<file path="src/rtl/ras_stack.sv">
// Return address stack for the fetch stage: circular stack of return targets
// with checkpoint/restore of pointer state for mispredict recovery.
module ras_stack #(
  parameter int unsigned DEPTH = 8,
  parameter int unsigned PTR_W = 3
) (
  input  logic               clk_i,
  input  logic               rst_ni,
  input  logic               valid_i,
  input  logic [1:0]         ras_ctrl_i,
  input  logic [63:0]        ras_data_i,
  input  logic               recover_i,
  input  logic [PTR_W-1:0]   recover_ptr_i,
  input  logic [PTR_W:0]     recover_cnt_i,
  input  logic [63:0]        recover_data_i,
  output logic [63:0]        ras_top_o,
  output logic               ras_empty_o,
  output logic [PTR_W-1:0]   tos_ptr_o,
  output logic [PTR_W:0]     count_o,
  output logic               overflow_o
);

  localparam int unsigned CNT_W  = PTR_W + 1;
  localparam int unsigned DATA_W = 64;

  typedef enum logic [1:0] {
    OP_NONE    = 2'b00,
    OP_PUSH    = 2'b01,
    OP_POP     = 2'b10,
    OP_POPPUSH = 2'b11
  } ras_op_e;

  localparam logic [CNT_W-1:0] CNT_FULL = CNT_W'(DEPTH);

  logic [DATA_W-1:0] mem_q [DEPTH];
  logic [PTR_W-1:0]  tos_q, tos_d;
  logic [CNT_W-1:0]  cnt_q, cnt_d;
  logic [DATA_W-1:0] top_q, top_d;
  logic              empty_q, empty_d;
  logic              ovf_q, ovf_d;

  logic              we;
  logic [PTR_W-1:0]  wr_idx;
  logic [DATA_W-1:0] wr_data;
  logic [DATA_W-1:0] ret_addr;
  ras_op_e           op;

  assign ret_addr = ras_data_i + DATA_W'(4);
  assign op       = ras_op_e'(ras_ctrl_i);

  // Next-state for pointer, occupancy and the single memory write port.
  always_comb begin
    tos_d   = tos_q;
    cnt_d   = cnt_q;
    ovf_d   = 1'b0;
    we      = 1'b0;
    wr_idx  = tos_q;
    wr_data = ret_addr;

    if (recover_i) begin
      tos_d   = recover_ptr_i;
      cnt_d   = (recover_cnt_i > CNT_FULL) ? CNT_FULL : recover_cnt_i;
      we      = 1'b1;
      wr_idx  = recover_ptr_i;
      wr_data = recover_data_i;
    end else if (valid_i) begin
      unique case (op)
        OP_PUSH: begin
          tos_d  = tos_q + PTR_W'(1);
          we     = 1'b1;
          wr_idx = tos_q + PTR_W'(1);
          if (cnt_q == CNT_FULL) ovf_d = 1'b1;
          else                   cnt_d = cnt_q + CNT_W'(1);
        end
        OP_POP: begin
          if (cnt_q != '0) begin
            tos_d = tos_q - PTR_W'(1);
            cnt_d = cnt_q - CNT_W'(1);
          end
        end
        OP_POPPUSH: begin
          we = 1'b1;
          if (cnt_q != '0) begin
            wr_idx = tos_q;
          end else begin
            // Empty stack: a coroutine return degenerates to a plain call.
            tos_d  = tos_q + PTR_W'(1);
            wr_idx = tos_q + PTR_W'(1);
            cnt_d  = cnt_q + CNT_W'(1);
          end
        end
        default: ;
      endcase
    end
  end

  // Predicted top is registered from next state so outputs carry no input path.
  always_comb begin
    empty_d = (cnt_d == '0);
    if (empty_d)                     top_d = '0;
    else if (we && wr_idx == tos_d)  top_d = wr_data;
    else                             top_d = mem_q[tos_d];
  end

  always_ff @(posedge clk_i) begin
    if (!rst_ni) begin
      tos_q   <= '0;
      cnt_q   <= '0;
      top_q   <= '0;
      empty_q <= 1'b1;
      ovf_q   <= 1'b0;
      for (int i = 0; i < int'(DEPTH); i++) mem_q[i] <= '0;
    end else begin
      tos_q   <= tos_d;
      cnt_q   <= cnt_d;
      top_q   <= top_d;
      empty_q <= empty_d;
      ovf_q   <= ovf_d;
      if (we) mem_q[wr_idx] <= wr_data;
    end
  end

  assign ras_top_o   = top_q;
  assign ras_empty_o = empty_q;
  assign tos_ptr_o   = tos_q;
  assign count_o     = cnt_q;
  assign overflow_o  = ovf_q;

endmodule

</file>
<file path="config.mk">
export PLATFORM = sky130hd
export DESIGN_NAME = ras_stack
export DESIGN_NICKNAME = d
export VERILOG_FILES = /design/src/rtl/ras_stack.sv
export SDC_FILE = /design/constraint.sdc
export NUM_CORES = 1
export LEC_CHECK = 0
export CAP_MARGIN = 40
export CORE_MARGIN = 3
export CORE_UTILIZATION = 45
export DETAILED_ROUTE_END_ITERATION = 7
export PLACE_DENSITY = 0.72
export SYNTH_ARGS = -nofsm -noshare
export SYNTH_HDL_FRONTEND = slang
export SYNTH_SLANG_ARGS = --single-unit
</file>
<file path="constraint.sdc">
create_clock -name clk_i -period 5.4 [get_ports clk_i]
set_clock_uncertainty 0.2 [all_clocks]
set_input_delay 1.08 -clock clk_i [delete_from_list [all_inputs] [get_ports clk_i]]
set_output_delay 1.08 -clock clk_i [all_outputs]
set_load 0.1 [all_outputs]
</file>
# Word-level counts from Yosys, hierarchy flattened
# Memory sizes are Yosys's and may differ from the RTL's. A register that Yosys moved wholly into a read port is not among the register bits.
# Cells that the tools add are included.
[word_totals]
n_memories = 1
out_inout_bits = 73
input_bits = 141
mem_bits_rw = 512
ff_bits = 9
wordCells = 51
[memory_table]
columns = ["name", "depth", "word_bits", "rd", "rd_clocked_by_memory_dff", "write_ports", "line", "text"]
rows = [
  ["mem_q", 8, 64, 1, 1, 8, "35", "logic [DATA_W-1:0] mem_q [DEPTH];"],
]
[classes]
n_reduce_logical = 6
eq_ne = 4
n_lt_le_gt_ge = 1
add_sub_neg = 5
n_mux = 27
bitwise = 3
[op_table]
columns = ["operator", "n"]
rows = [
  ["$mux W64", 2],
  ["$add A64 B3 Y64 const B", 1],
  ["$reduce_or A64 Y1", 1],
  ["$mux W4", 6],
  ["$mux W3", 7],
  ["$pmux W4 S3", 1],
  ["$mux W1", 9],
  ["$pmux W3 S3", 1],
  ["$pmux W3 S2", 1],
  ["$add A4 B1 Y4 const B", 1],
  ["$eq A2 B2 Y1 const B", 2],
  ["$eq A4 B4 Y1 const B", 1],
  ["$gt A4 B4 Y1 const B", 1],
  ["$logic_not A4 Y1", 1],
  ["$reduce_bool A4 Y1", 1],
  ["$reduce_or A2 Y1", 2],
  ["$reduce_or A4 Y1", 1],
  ["$sub A4 B1 Y4 const B", 1],
  ["$add A3 B1 Y3 const B", 1],
  ["$not A1 Y1", 3],
  ["$sub A3 B1 Y3 const B", 1],
  ["$eq A2 B1 Y1 const B", 1],
]

# Logic depth before layout (Yosys ltp)
# Gate-level depths: netlist (run 1).
[depth]
word_depth = 10
ltp_mapped = 14
mapped_depth_nobuf = 9

# Worst setup path before layout (run 1)
# Ideal clock, no wire load.
[synth_path]
path_kind = "register to register"
start = "register cnt_q[0], in the netlist count_o[0]"
end = "memory mem_q[5][0], enable pin"
synth_period_minus_slack_ns = 4.966
slack_ns = 0.434
path_stages_with_launch = 13
required_time_ns = 4.512
arrival_ns = 4.078
path_buffers = 3
setup_time_ns = 0.688
path_cell_list = "dfxtp_1 -> inv_1 -> ha_1 -> or3b_1 -> buf_6 -> a211oi_1 -> xnor2_1 -> mux2i_1 -> nor2b_1 -> nand2_1 -> clkbuf_1 -> clkbuf_1 -> nand2_1"
[synth_lines]
columns = ["element", "line", "text"]
rows = [
  ["start, declared", "37", "logic [CNT_W-1:0] cnt_q, cnt_d;"],
  ["start signal, assigned", "115", "cnt_q <= cnt_d;"],
  ["end, declared", "35", ""],
]

==> results of run 1 <==
[per-layer routing]
metal  share of wire  track usage
met3            0.11       0.0570
met4           0.039        0.106
met1            0.37        0.346
met2            0.47        0.433
met5         0.00031            0
[cell usage in the layout, fill, tap and decap left out, types with 9 or more instances in the layout]
cell,Yosys,final
nand3_1,116,114
mux2i_1,93,93
a311o_1,11,11
o211ai_1,9,9
o21ai_0,10,10
dfxtp_1,73,73
clkbuf_1,80,9
buf_12,0,21
a21oi_1,55,55
a221oi_2,13,14
a311oi_1,9,9
clkdlybuf4s50_1,0,212
and3_1,12,12
a211oi_1,34,33
nand2b_1,16,16
buf_16,0,9
xnor2_1,20,20
nand2_4,0,9
nor4_1,20,20
clkbuf_8,0,9
xor2_1,38,38
o211a_1,13,13
o22ai_1,11,11
a2111oi_0,12,12
buf_4,5,71
o21ai_1,11,11
nand2_1,352,337
edfxtp_1,512,512
and2_1,16,14
inv_1,15,15
mux4_2,18,18
clkbuf_16,0,57
buf_8,0,67
a21boi_0,23,23
clkinv_2,0,16
nor2_1,556,556
nand4_1,51,51
nor3_1,21,20
[worst min-delay path, stage by stage, from the launching register on]
cell and delay (ns):
edfxtp_1 0.36, nand2_1 0.06, nand3_1 0.06, nand2_1 0.07, nor4_1 0.04
[layout make-up]
class | count | area (um2)
sequential | 585 | 16800
clock inverter | 33 | 264
multi-input combinational | 1653 | 9440
tap | 773 | 967
inverter | 16 | 60.1
timing repair buffer | 380 | 4330
clock buffer | 75 | 1580
fill | 4667 | 25600
[how the worst max path moves through the flow]
stage | start | to | slack, ns | cells past startpoint
final | ras_data_i[2] | ras_top_o[38]$_SDFF_PP0_ | 0.93 | 9
after detailed placement | ras_data_i[2] | ras_top_o[38]$_SDFF_PP0_ | 0.49 | 9
after CTS | ras_data_i[2] | ras_top_o[38]$_SDFF_PP0_ | 1.09 | 9
after global placement | ras_ctrl_i[1] | ras_top_o[37]$_SDFF_PP0_ | 0.54 | 7
after global routing | ras_data_i[2] | ras_top_o[38]$_SDFF_PP0_ | 0.78 | 9
after floorplan | count_o[0]$_SDFF_PN0_ | mem_q[5][0]$_SDFFCE_PN0P_ | 0.43 | 12
[flip-flops by register name (all words and copies together), names as in the netlist]
name         count
ras_top_o       64
ras_empty_o      1
count_o          4
overflow_o       1
mem_q          512
tos_ptr_o        3
[logic make-up after synthesis]
logic type	synth area share
buffers and inverters	0.0313
and+or+nand+nor	0.192
adders and majority gates	0.00232
DFF	0.625
xor gates and xnor gates	0.0188
AOI/OAI and AO/OA	0.0783
muxes	0.0529
[metrics by stage]
stage	std cells	power [W]	cell area, um2
6_report	3515	0.0115	33500
5_1_grt	3515	0.0119	33500
4_1_cts	3515	0.0116	33500
3_5_place_dp	3407	0.00769	31600
3_3_place_gp	3328	0.00741	30300
2_1_floorplan	2432	0.00672	27000
[power groups by stage]
| stage | clock (W) | sequential, W | combinational, W |
|---|---|---|---|
| finish | 0.00392 | 0.00530 | 0.00233 |
| global route | 0.00412 | 0.00532 | 0.00243 |
| CTS | 0.00395 | 0.00530 | 0.00231 |
| detailed placement | 0 | 0.00539 | 0.00230 |
| global placement | 0 | 0.00538 | 0.00203 |
| floorplan | 0 | 0.00586 | 0.000858 |
==> qor.csv, run 1 <==
metric,value,unit
crit_path_max_incr_delay,0.58,ns
synthFlopType,edfxtp_1,
yosysMostFrequentCell,nor2_1,
place_ws,0.492,ns
cts.clk_slew.worst_paths,0.06,ns
hold_viol_final,0,
die_h,251,um
grt_pass1_vias,21244,
ctsRootBufferMaster,clkbuf_16,
drive_gt1_frac,0.125,
ys_seq_elements,585,
setup_tns,0,ns
cp_max_fo,9,
wirelength,84600,um
grtUsageTotal,0.265,
worst_pin_slew,0.935,ns
p_per_area,345,mW/mm2
critPathSlowestCell,clkdlybuf4s50_1,
rr_worst_depth,11,
yosysSeqAreaShare,0.625,
worstPathRequired,5.68,ns
cap_viol_max_count,0,
arrival,4.74,ns
vias,21081,
h-tree-depth,2,
grt-ovfl-total,0,
holdPathStages,4,
synth_common_cells,"556 x nor2_1, 512 x edfxtp_1, 352 x nand2_1",
cp-end-kind,flip-flop,
internal_power,0.00821,W
drt_drc_violations_left,0,
startpoint_type,input pin,
synth_cell_types,77,
ir_drop,267,uV
syn_to_final_growth,24.2,%
synth.cell_area,0.0270,mm2
cts_buffers,57,
seqPwrFrac,0.459,
synth.avg_cell_area,11.1,um2
core-area,0.0591,mm2
hold_class,reg -> reg,
switching_share,0.289,
relSlewSlack,0.359,
antenna_found_initial,3,
numClockSinks,585,
maxSlewViolCount,0,
fin_nets,2839,
outcome,"finished, final reports clean",
hold-worst-slack,0.430,ns
clkLatencyLatePin,0.62,ns
yosys_warnings,0,
crit_family,simple AND/OR/NAND/NOR gates,
synth_cells,2432,
gp_congestion,0.864,
pwr-share-comb,0.202,
cts_resized,0,
setup_ws,0.934,ns
dieArea,0.0629,mm2
cts_hold_buf,0,
period_needed,4.47,ns
start_util,0.456,
setup_viol,0,
io_buffers,213,
cts_tree,done,
crit_path_frequent_cell,nand2_1,
cp_cell_sequence,clkdlybuf4s50_1 -> ha_1 -> nand2_1 -> nor4_1 -> nand2_1 -> nor2_1 -> xnor2_1 -> mux2i_1 -> a2111oi_2,
first_iter_violations,2706,
ff2ff_setup_slack,1.17,ns
synth_top_area_frac,0.570,
synth_nets,2578,
yosys.area.top_type,edfxtp_1,
fin_crit_sh,0.827,
r2r_start,count_o[0]$_SDFF_PN0_,
wl_per_cell,24.1,um
final_util,0.566,
diodes,0,
timing.rr.end,ras_top_o[48]$_SDFF_PP0_,
cts_setup_buffers,0,
ys_top_cells_by_area,"edfxtp_1 57%, nor2_1 7.7%, dfxtp_1 5.4%",
synth_edf_count,512,
drtPass1Iterations,5,
cp_num_buf_inv,1,
hold_start,mem_q[5][27]$_SDFFCE_PN0P_,
hold_end,ras_top_o[27]$_SDFF_PP0_,
clockPowerShare,0.339,
rsz0062_at_grt,no,
ioPinCount,214,
leakage,12.2,nW
ant_nets,0,
post-dp-hpwl,50400,um
p_switching,0.00334,W
fp.dieW,251,um
cts_buffer_depth,3,
synthArstFlopShare,0,
timing.fmax,0.224,GHz
rows,89,
critical_path_class,in -> reg,
grt_pass1_wl,127000,um
via_per_inst,6.00,
grt_max_degree,78,
(Power assumes the default switching activity.)
==> inputs of run 2 (changes only) <==
--- a/config.mk
+++ b/config.mk
@@ -9,7 +9,7 @@
 export CORE_MARGIN = 3
 export CORE_UTILIZATION = 45
 export DETAILED_ROUTE_END_ITERATION = 7
-export PLACE_DENSITY = 0.72
+export PLACE_DENSITY = 0.75
 export SYNTH_ARGS = -nofsm -noshare
 export SYNTH_HDL_FRONTEND = slang
 export SYNTH_SLANG_ARGS = --single-unit
==> constraint.sdc (replaced) <==
create_clock -name clk_i -period 3.6 [get_ports clk_i]
set_clock_uncertainty 0.2 [all_clocks]
set_input_delay 0.72 -clock clk_i [delete_from_list [all_inputs] [get_ports clk_i]]
set_output_delay 0.72 -clock clk_i [all_outputs]
set_load 0.1 [all_outputs]
==> qor.csv, run 2 (synthesized netlist as in run 1, its figures left out) <==
metric,value,unit
outcome,"finished, final reports clean",
ioPinCount,214,
final_common_cell,nor2_1,
ant_nets,0,
h-tree-depth,2,
worstPathRequired,3.75,ns
io_buffers,213,
cts_resized,0,
p_total,0.0178,W
cts_setup_buffers,0,
rsz0062_at_grt,no,
cts_buffer_depth,3,
cts_buffers,58,
dieArea,0.0629,mm2
wl_per_cell,23.9,um
hold_class,in -> reg,
setup_viol,0,
vias,21931,
pwr-share-comb,0.198,
hold_end,overflow_o$_SDFF_PP0_,
grt_pass1_wl,132000,um
arrival,3.61,ns
seqCellArea,0.0168,mm2
startpoint_type,input pin,
post-dp-hpwl,58500,um
antenna_found_initial,0,
clkLatencyLatePin,0.62,ns
multi_input_area,0.00946,mm2
cts_hold_buf,0,
grt_pass1_vias,22182,
ir_drop,370,uV
worst_pin_slew,0.830,ns
ctsRootBufferMaster,clkbuf_16,
cap_viol_max_count,0,
start_util,0.456,
grt-ovfl-total,0,
r2r_start,count_o[0]$_SDFF_PN0_,
grtUsageTotal,0.275,
dp.cells,3576,
syn_to_final_growth,28.7,%
top_register,mem_q,
rr_worst_depth,11,
drt_drc_violations_left,0,
leakage,13.2,nW
hold_viol_final,0,
fin_nets,3009,
wirelength,88000,um
drive_gt1_frac,0.204,
grt_max_degree,74,
relSlewSlack,0.431,
largest_register_ffs,512,
critical_path_class,in -> reg,
ff2ff_setup_slack,0.23,ns
via_per_inst,5.95,
switching_share,0.284,
core-area,0.0591,mm2
seqPwrFrac,0.447,
final_cell_mix,"556 x nor2_1, 512 x edfxtp_1, 339 x buf_4, 337 x nand2_1, 138 x clkdlybuf4s50_1",
numClockSinks,585,
rows,89,
cts_tree,done,
internal_power,0.0128,W
p_per_area,514,mW/mm2
p_switching,0.00507,W
period_needed,3.45,ns
holdPathStages,3,
cp_max_fo,8,
cp-end-kind,flip-flop,
drtPass1Iterations,6,
fp.dieW,251,um
hold_start,rst_ni,
timing.rr.end,ras_top_o[10]$_SDFF_PP0_,
cts.clk_slew.worst_paths,0.06,ns
fin_crit_sh,0.959,
clockPowerShare,0.355,
diodes,0,
die_h,251,um
first_iter_violations,2840,
gp_congestion,0.902,
maxSlewViolCount,0,
fillers,4581,
timing.fmax,0.290,GHz
layoutNonFillerInstCount,3686,
[run 2: cell type report]
cell class	count	area share
Inverter	16	0.00173
Sequential cell	585	0.485
Multi-Input combinational cell	1653	0.273
Tap cell	773	0.0279
Clock buffer	80	0.0487
Timing Repair Buffer	549	0.154
Clock inverter	30	0.00959
[run 2: worst max-delay path, stage by stage]
cell and delay, ns:
clkdlybuf4s50_1 0.52, and3_1 0.22, and4_1 0.34, buf_4 0.16, nand2_1 0.17, buf_4 0.26
buf_4 0.16, nor4_1 0.36, xor2_1 0.15, mux2i_2 0.26, buf_4 0.22, nor2_1 0.05
[run 2: per-layer routing]
| metal | wire length, um | global-route usage | part of all wire |
|---|---|---|---|
| met1 | 32200 | 0.353 | 0.37 |
| met2 | 41700 | 0.450 | 0.47 |
| met3 | 10500 | 0.0645 | 0.12 |
| met4 | 3630 | 0.121 | 0.041 |
| met5 | 0 | 0 | 0 |
[run 2: stage by stage]
step	hold slack (ns)	util	worst slack [ns]	cell area, um2	setup TNS, ns
floorplan	0.355	-	-0.143	27000	-49.01
global placement	0.401	0.552	-0.419	32700	-77.82
detailed placement	0.395	0.552	-0.499	32700	-110.99
CTS	0.249	0.586	0.120	34700	0
global route	0.267	0.587	0.0322	34700	0
finish	0.275	0.587	0.146	34700	0
[run 2: power by group through the flow]
stage               clock, W  combinational (W)  sequential, W
floorplan                  0            0.00130        0.00877
global placement           0            0.00340        0.00810
detailed placement         0            0.00346        0.00812
CTS                  0.00638            0.00348        0.00798
global route         0.00666            0.00368        0.00801
finish               0.00634            0.00353        0.00798
[run 2: how the worst max path moves through the flow]
stage / startpoint / to / slack [ns] / depth (start not counted)
2_1_floorplan: count_o[0]$_SDFF_PN0_ / mem_q[0][0]$_SDFFCE_PN0P_ / -0.14 / 12
3_3_place_gp: ras_data_i[6] / ras_top_o[57]$_SDFF_PP0_ / -0.42 / 11
3_5_place_dp: ras_data_i[6] / ras_top_o[57]$_SDFF_PP0_ / -0.50 / 11
4_1_cts: ras_data_i[6] / ras_top_o[57]$_SDFF_PP0_ / 0.12 / 11
5_1_grt: count_o[0]$_SDFF_PN0_ / ras_top_o[29]$_SDFF_PP0_ / 0.03 / 11
6_report: ras_data_i[5] / mem_q[6][57]$_SDFFCE_PN0P_ / 0.15 / 12
